<file path="config.mk">
export PLATFORM = sky130hd
export DESIGN_NAME = seq_alu_pipe
export DESIGN_NICKNAME = d
export VERILOG_FILES = /design/src/rtl/seq_alu_pipe.sv
export SDC_FILE = /design/constraint.sdc
export NUM_CORES = 1
export LEC_CHECK = 0
export CORE_ASPECT_RATIO = 0.9
export CORE_MARGIN = 2
export CORE_UTILIZATION = 24
export DETAILED_ROUTE_END_ITERATION = 10
export PLACE_DENSITY = 0.39
export SYNTH_ARGS = -nofsm -noshare
export SYNTH_HDL_FRONTEND = slang
export SYNTH_SLANG_ARGS = --single-unit
</file>
<file path="constraint.sdc">
create_clock -name clk -period 9.3 [get_ports clk]
set_clock_uncertainty 0.2 [all_clocks]
set_input_delay 2.325 -clock clk [delete_from_list [all_inputs] [get_ports clk]]
set_output_delay 2.325 -clock clk [all_outputs]
set_load 0.005 [all_outputs]
</file>
<file path="src/rtl/seq_alu_pipe.sv">
// seq_alu_pipe -- handshaked sequential ALU placed between operand fetch and
// writeback. Add, sub, xor and set-less-than finish one cycle after accept.
// Shifts move the working register one bit per cycle, so no barrel shifter
// is needed at any WIDTH. Only one operation is in flight at a time.
//
// Build option: define SEQ_ALU_SRA_EN to make opcode 111 an arithmetic
// shift right. Without it, 111 is an undefined op (out=0, zero=1).
//
// Ports:
//   clk       rising-edge clock
//   reset     synchronous, active-high; discards any in-flight op
//   in_valid  busA/busB/ctrl valid         in_ready  block can accept an op
//   busA      operand A                    busB      operand B / shift amount
//   ctrl      opcode (000 add, 001 sub, 010 xor, 011 slt, 101 sll, 110 srl,
//             111 sra when enabled)
//   out_valid result and flags valid       out_ready consumer takes result
//   out       result                       zero      out == 0
//   ovf       signed overflow (add/sub)    carry     carry-out (add/sub)
module seq_alu_pipe #(
  parameter int WIDTH = 32
) (
  input  logic             clk,
  input  logic             reset,
  input  logic             in_valid,
  output logic             in_ready,
  input  logic [WIDTH-1:0] busA,
  input  logic [WIDTH-1:0] busB,
  input  logic [2:0]       ctrl,
  output logic             out_valid,
  input  logic             out_ready,
  output logic [WIDTH-1:0] out,
  output logic             zero,
  output logic             ovf,
  output logic             carry
);

  localparam int SHAMT_W = $clog2(WIDTH);

  localparam logic [2:0] OP_ADD = 3'b000;
  localparam logic [2:0] OP_SUB = 3'b001;
  localparam logic [2:0] OP_XOR = 3'b010;
  localparam logic [2:0] OP_SLT = 3'b011;
  localparam logic [2:0] OP_SLL = 3'b101;
  localparam logic [2:0] OP_SRL = 3'b110;
  localparam logic [2:0] OP_SRA = 3'b111;

  // SHIFT is the busy state for every op: single-cycle ops pass through it
  // once with cnt=0, shifts stay for cnt cycles and then finalize.
  typedef enum logic [1:0] {S_IDLE, S_SHIFT, S_DONE} state_t;

  state_t               state, state_nxt;
  logic [2:0]           op_q;
  logic [WIDTH-1:0]     work;     // operand A; shifted in place for shift ops
  logic [WIDTH-1:0]     work_nxt;
  logic [WIDTH-1:0]     b_q;
  logic [SHAMT_W-1:0]   cnt;
  logic                 accept;

  logic [WIDTH:0]       sum, diff;
  logic                 add_ovf, sub_ovf;
  logic [WIDTH-1:0]     res;
  logic                 res_v, res_c;

  function automatic logic is_shift(input logic [2:0] op);
    case (op)
      OP_SLL, OP_SRL: is_shift = 1'b1;
`ifdef SEQ_ALU_SRA_EN
      OP_SRA:         is_shift = 1'b1;
`endif
      default:        is_shift = 1'b0;
    endcase
  endfunction

  assign accept = in_valid && in_ready;

  // NOTE: sequential state uses non-blocking assignments so every flop
  // samples the pre-edge values of its neighbours.
  always_ff @(posedge clk) begin
    if (reset) state <= S_IDLE;
    else       state <= state_nxt;
  end

  // NOTE: every output of a combinational block gets a default first so no
  // path leaves it unassigned and a latch is never inferred.
  always_comb begin
    state_nxt = state;
    in_ready  = 1'b0;
    out_valid = 1'b0;
    case (state)
      S_IDLE: begin
        in_ready = 1'b1;
        if (in_valid) state_nxt = S_SHIFT;
      end
      S_SHIFT: begin
        if (cnt == '0) state_nxt = S_DONE;
      end
      S_DONE: begin
        out_valid = 1'b1;
        if (out_ready) state_nxt = S_IDLE;
      end
      default: state_nxt = S_IDLE;
    endcase
  end

  // One-bit step in the direction of the latched shift op.
  always_comb begin
    work_nxt = work;
    case (op_q)
      OP_SLL:  work_nxt = {work[WIDTH-2:0], 1'b0};
      OP_SRL:  work_nxt = {1'b0, work[WIDTH-1:1]};
`ifdef SEQ_ALU_SRA_EN
      OP_SRA:  work_nxt = {work[WIDTH-1], work[WIDTH-1:1]};
`endif
      default: work_nxt = work;
    endcase
  end

  // Arithmetic on the latched operands; subtraction is A + ~B + 1 so its
  // carry-out is 1 when no borrow occurs.
  assign sum     = {1'b0, work} + {1'b0, b_q};
  assign diff    = {1'b0, work} + {1'b0, ~b_q} + {{WIDTH{1'b0}}, 1'b1};
  assign add_ovf = (work[WIDTH-1] == b_q[WIDTH-1]) && (sum[WIDTH-1]  != work[WIDTH-1]);
  assign sub_ovf = (work[WIDTH-1] != b_q[WIDTH-1]) && (diff[WIDTH-1] != work[WIDTH-1]);

  always_comb begin
    res   = '0;
    res_v = 1'b0;
    res_c = 1'b0;
    case (op_q)
      OP_ADD: begin
        res   = sum[WIDTH-1:0];
        res_c = sum[WIDTH];
        res_v = add_ovf;
      end
      OP_SUB: begin
        res   = diff[WIDTH-1:0];
        res_c = diff[WIDTH];
        res_v = sub_ovf;
      end
      OP_XOR:         res = work ^ b_q;
      OP_SLT:         res = {{(WIDTH-1){1'b0}}, diff[WIDTH-1] ^ sub_ovf};
      OP_SLL, OP_SRL: res = work;
`ifdef SEQ_ALU_SRA_EN
      OP_SRA:         res = work;
`endif
      default:        res = '0;
    endcase
  end

  // Control counter and registered result/flags.
  always_ff @(posedge clk) begin
    if (reset) begin
      cnt   <= '0;
      out   <= '0;
      zero  <= 1'b1;
      ovf   <= 1'b0;
      carry <= 1'b0;
    end else if (accept) begin
      cnt <= is_shift(ctrl) ? busB[SHAMT_W-1:0] : '0;
    end else if (state == S_SHIFT) begin
      if (cnt != '0) begin
        cnt <= cnt - SHAMT_W'(1);
      end else begin
        out   <= res;
        zero  <= (res == '0);
        ovf   <= res_v;
        carry <= res_c;
      end
    end
  end

  // NOTE: operand registers carry no reset; they are always reloaded on
  // accept before being read, so resetting them would only cost wiring.
  always_ff @(posedge clk) begin
    if (accept) begin
      op_q <= ctrl;
      work <= busA;
      b_q  <= busB;
    end else if (state == S_SHIFT && cnt != '0) begin
      work <= work_nxt;
    end
  end

endmodule
</file>
==> results_tabular.tex <==
\begin{tabular}{lr}
\hline
Metric & Value \\
\hline
\multicolumn{2}{l}{\textbf{Hold path}} \\
Hold/Removal Path Class & register to register \\
\multicolumn{2}{l}{\textbf{GRT}} \\
Gr ovfl total & 0 \\
GRT Overall Usage & 19.0\% \\
Maximum number of pins on one net before global-route repair & 63 \\
Number of antenna violations at the first check in global routing & 0 \\
Number of global-route vias before repair & 9084 \\
First-pass GRT wire length & 57000 µm \\
\multicolumn{2}{l}{\textbf{Power}} \\
Share of total power consumed by net switching & 46.0\% \\
Relative contribution of sequential cells to total power & 29.5\% \\
Final Total Pwr & 2.35 mW \\
Reported leakage power & 4.10 nW \\
Fraction of power consumed by the clock network & 17.2\% \\
Combinational share of power & 53.2\% \\
Internal power & 1.27 mW \\
P\_sw & 1.08 mW \\
IR Drop Worst-Case VDD & 0.0854 mV \\
Power density over cell area & 216 nW/µm² \\
\multicolumn{2}{l}{\textbf{Place}} \\
Count of input and output buffers & 107 \\
Half-perimeter wire length after detailed placement & 27800 µm \\
Place WS & 3.46 ns \\
Final GP Congestion & 0.887 \\
\multicolumn{2}{l}{\textbf{Yosys}} \\
Synthesized area per cell & 7.90 µm² \\
Number of enable flip-flop cells after synthesis & 67 \\
Number of instances in the synthesized netlist & 1146 \\
Cell types with the highest counts after synthesis & nor2\_1 (144), nand2\_1 (143), a21oi\_1 (86) \\
Post-synthesis adder-cell area fraction & 9.78\% \\
Yosys synthesis warning count & 0 \\
Post-Synthesis Net Count & 1286 \\
Area share of the largest cell type after synthesis & 22.2\% \\
Distinct cell type count of the synthesized netlist & 78 \\
Cell types occupying the most area after synthesis & edfxtp\_1 (22\%), dfxtp\_1 (9.3\%), ha\_1 (9.1\%) \\
Post-synthesis register bit count & 109 \\
Count leader, synth & nor2\_1 \\
Yosys top cell by area & edfxtp\_1 \\
Fraction of synthesized area in multiplexers & 1.81\% \\
Share of flip-flops with an asynchronous set or reset & 0\% \\
Synth Cell Area & 9060 µm² \\
Combinational family with the most area after synthesis & compound AO/OA/AOI/OAI gates \\
Leading register cell type out of synthesis & edfxtp\_1 \\
Simple-Gate Fraction of Synth Area & 22.1\% \\
Post-synthesis compound-gate area fraction & 26.1\% \\
Area share of xor/xnor cells in the synthesized design & 2.51\% \\
Sequential cell area fraction in the yosys report & 31.5\% \\
\multicolumn{2}{l}{\textbf{Clock network}} \\
CTS tree & done \\
Number of clock buffers inserted by TritonCTS & 9 \\
Sink count of the clock tree & 109 \\
Worst-skew pair later-pin latency & 0.38 ns \\
Post\_cts resized & 0 \\
Number of buffers inserted to repair setup after CTS & 0 \\
Cts hold-fix bufs & 0 \\
Worst-path clk slew & 0.09 ns \\
Clock root buffer master & clkbuf\_16 \\
Maximum number of buffers from clock root to sink & 2 \\
Htree depth & 3 \\
\multicolumn{2}{l}{\textbf{Die}} \\
DIE AREA & 39300 µm² \\
Number of top-level pins & 108 \\
Rows & 67 \\
Width of the die & 209 µm \\
Die Ht & 188 µm \\
Area of the core region & 37200 µm² \\
Initial core utilization & 24.3\% \\
\multicolumn{2}{l}{\textbf{Final layout}} \\
Fin nets & 1348 \\
Antenna Cells & 0 \\
Share of the core filled with cells in the final layout & 29.2\% \\
Layout overhead on the synthesized area & 20.0\% \\
Fraction of layout cells with a size suffix above 1 & 4.95\% \\
\multicolumn{2}{l}{\textbf{Setup path}} \\
Critical path class & register to register \\
Crit path DAT & 5.90 ns \\
CP max stage cell & ha\_1 \\
Kind of launch point of the worst setup path & register \\
Largest stage delay on the critical path & 0.60 ns \\
Data required, critical path & 9.39 ns \\
Critical path peak fanout & 13 \\
Cell with the most instances on the worst path & nor2\_1 \\
Reg-to-reg setup timing slack & 3.49 ns \\
CP cell instances & ha\_1, nand2\_1, o211a\_1, nor4\_1, a2111oi\_0, a21bo\_2, o31ai\_1, nor2\_1, nor2b\_1, nor2\_1, o21bai\_1, fa\_1, mux2i\_1, a21oi\_1, o221ai\_1, nor2\_1, nand4\_1, nor3\_2, nand4\_1, or4\_1, or4\_1, o41ai\_2 \\
Crit end category & register \\
\multicolumn{2}{l}{\textbf{Timing}} \\
Final setup margin & 3.49 ns \\
Pin slew with the least headroom to its limit & 1.00 ns \\
Setup TNS Final & 0 ns \\
Relative max-transition margin & 32.9\% \\
Count of endpoints failing setup in the final report & 0 \\
RSZ-0062 raised after global routing & false \\
Maximum achievable frequency & 172 MHz \\
Min cycle time layout & 5.81 ns \\
Count of final max-slew check failures & 0 \\
Share of the cycle needed by the critical path after routing & 62.5\% \\
Total count of hold-check failures in the final report & 0 \\
\multicolumn{2}{l}{\textbf{Drt}} \\
Iteration count of the initial detailed-routing pass & 5 \\
First DRT Iteration DRCs & 679 \\
Remaining number of nets flagged by the antenna check after routing & 0 \\
Detailed-route wire length per cell & 22.1 µm \\
Drt via density & 5.32 \\
Number of remaining DRC errors & 0 \\
Via count & 9015 \\
Drt total wl & 37500 µm \\
\multicolumn{2}{l}{\textbf{Outcome}} \\
Outcome & finished, final reports clean \\
\multicolumn{2}{l}{\textbf{Run}} \\
Number of maximum-capacitance constraint violations & 0 \\
\hline
\end{tabular}
cells by family (layout without fill, tap and decap cells):
| logic type | after synthesis | count (layout) |
|---|---|---|
| compound gates | 345 | 345 |
| xor+xnor | 26 | 26 |
| fa+ha+maj | 69 | 69 |
| buf+inv | 144 | 211 |
| flops | 109 | 109 |
| mux | 16 | 16 |
| simple gates | 437 | 437 |
worst paths after layout:
check / endpoint / depth (start not counted) / start
worst min-delay path: out[22] / 2 / out[22]
worst max register to register: zero / 22 / work[14]
worst max-delay path: zero / 22 / work[14]
worst min register to register: out[22] / 2 / out[22]
critical path, delay by kind of cell, from the launching register on:
family | cells | cell delay (ns)
and+or+nand+nor | 11 | 2.40
DFF | 1 | 0.47
AOI/OAI and AO/OA | 8 | 1.80
adders and majority gates | 2 | 0.79
muxes | 1 | 0.07
sequential cells by signal (all words and copies together) (netlist names):
signal / count
b_q: 32
op_q: 3
ovf: 1
out: 32
state: 2
carry: 1
cnt: 5
work: 32
zero: 1
through the flow:
stage               instance area [µm²]  cells  hold WS [ns]
finish                            10900   1696         0.267
global route                      10900   1696         0.294
detailed placement                10600   1680         0.255
CTS                               10900   1696         0.267
floorplan                          9060   1146         0.253
global placement                  10600   1680         0.253
layer usage:
metal	global-route usage, %	up-vias	routed length (µm)
li1	-	4319	-
met1	26.7	4390	18200
met2	30.4	265	16800
met3	3.15	41	1800
met4	4.67	0	661
met5	0	-	0
layout by cell type, fill, tap and decap left out, types with 9 or more instances in the layout:
cell type	instances
a21oi_1	85
ha_1	66
dfxtp_1	42
buf_4	16
nor2_1	143
edfxtp_1	67
clkdlybuf4s50_1	107
a21o_1	11
xnor2_1	24
o31ai_1	10
clkbuf_16	9
mux2i_1	13
inv_1	70
o211ai_1	12
nand2_1	141
nand4_1	11
o21ai_0	45
nor2b_1	12
a31oi_1	42
nor4_1	17
a211oi_1	35
nor3_1	33
nand2b_1	15
a221oi_1	13
nand3_1	20
power by group through the flow:
stage	sequential (mW)	combinational, mW	clock, mW
floorplan	0.680	0.827	0
global placement	0.702	1.26	0
detailed placement	0.705	1.24	0
CTS	0.696	1.25	0.417
global route	0.710	1.37	0.434
finish	0.695	1.25	0.405
cell type report:
class	count	area, µm²
timing repair buffer	123	1190
multi-input combinational	893	5660
inverter	72	270
tap	483	604
fill	4056	26400
clock inverter	7	67.6
sequential	109	2850
clock buffer	9	225
Power figures use the tool's default switching activity.
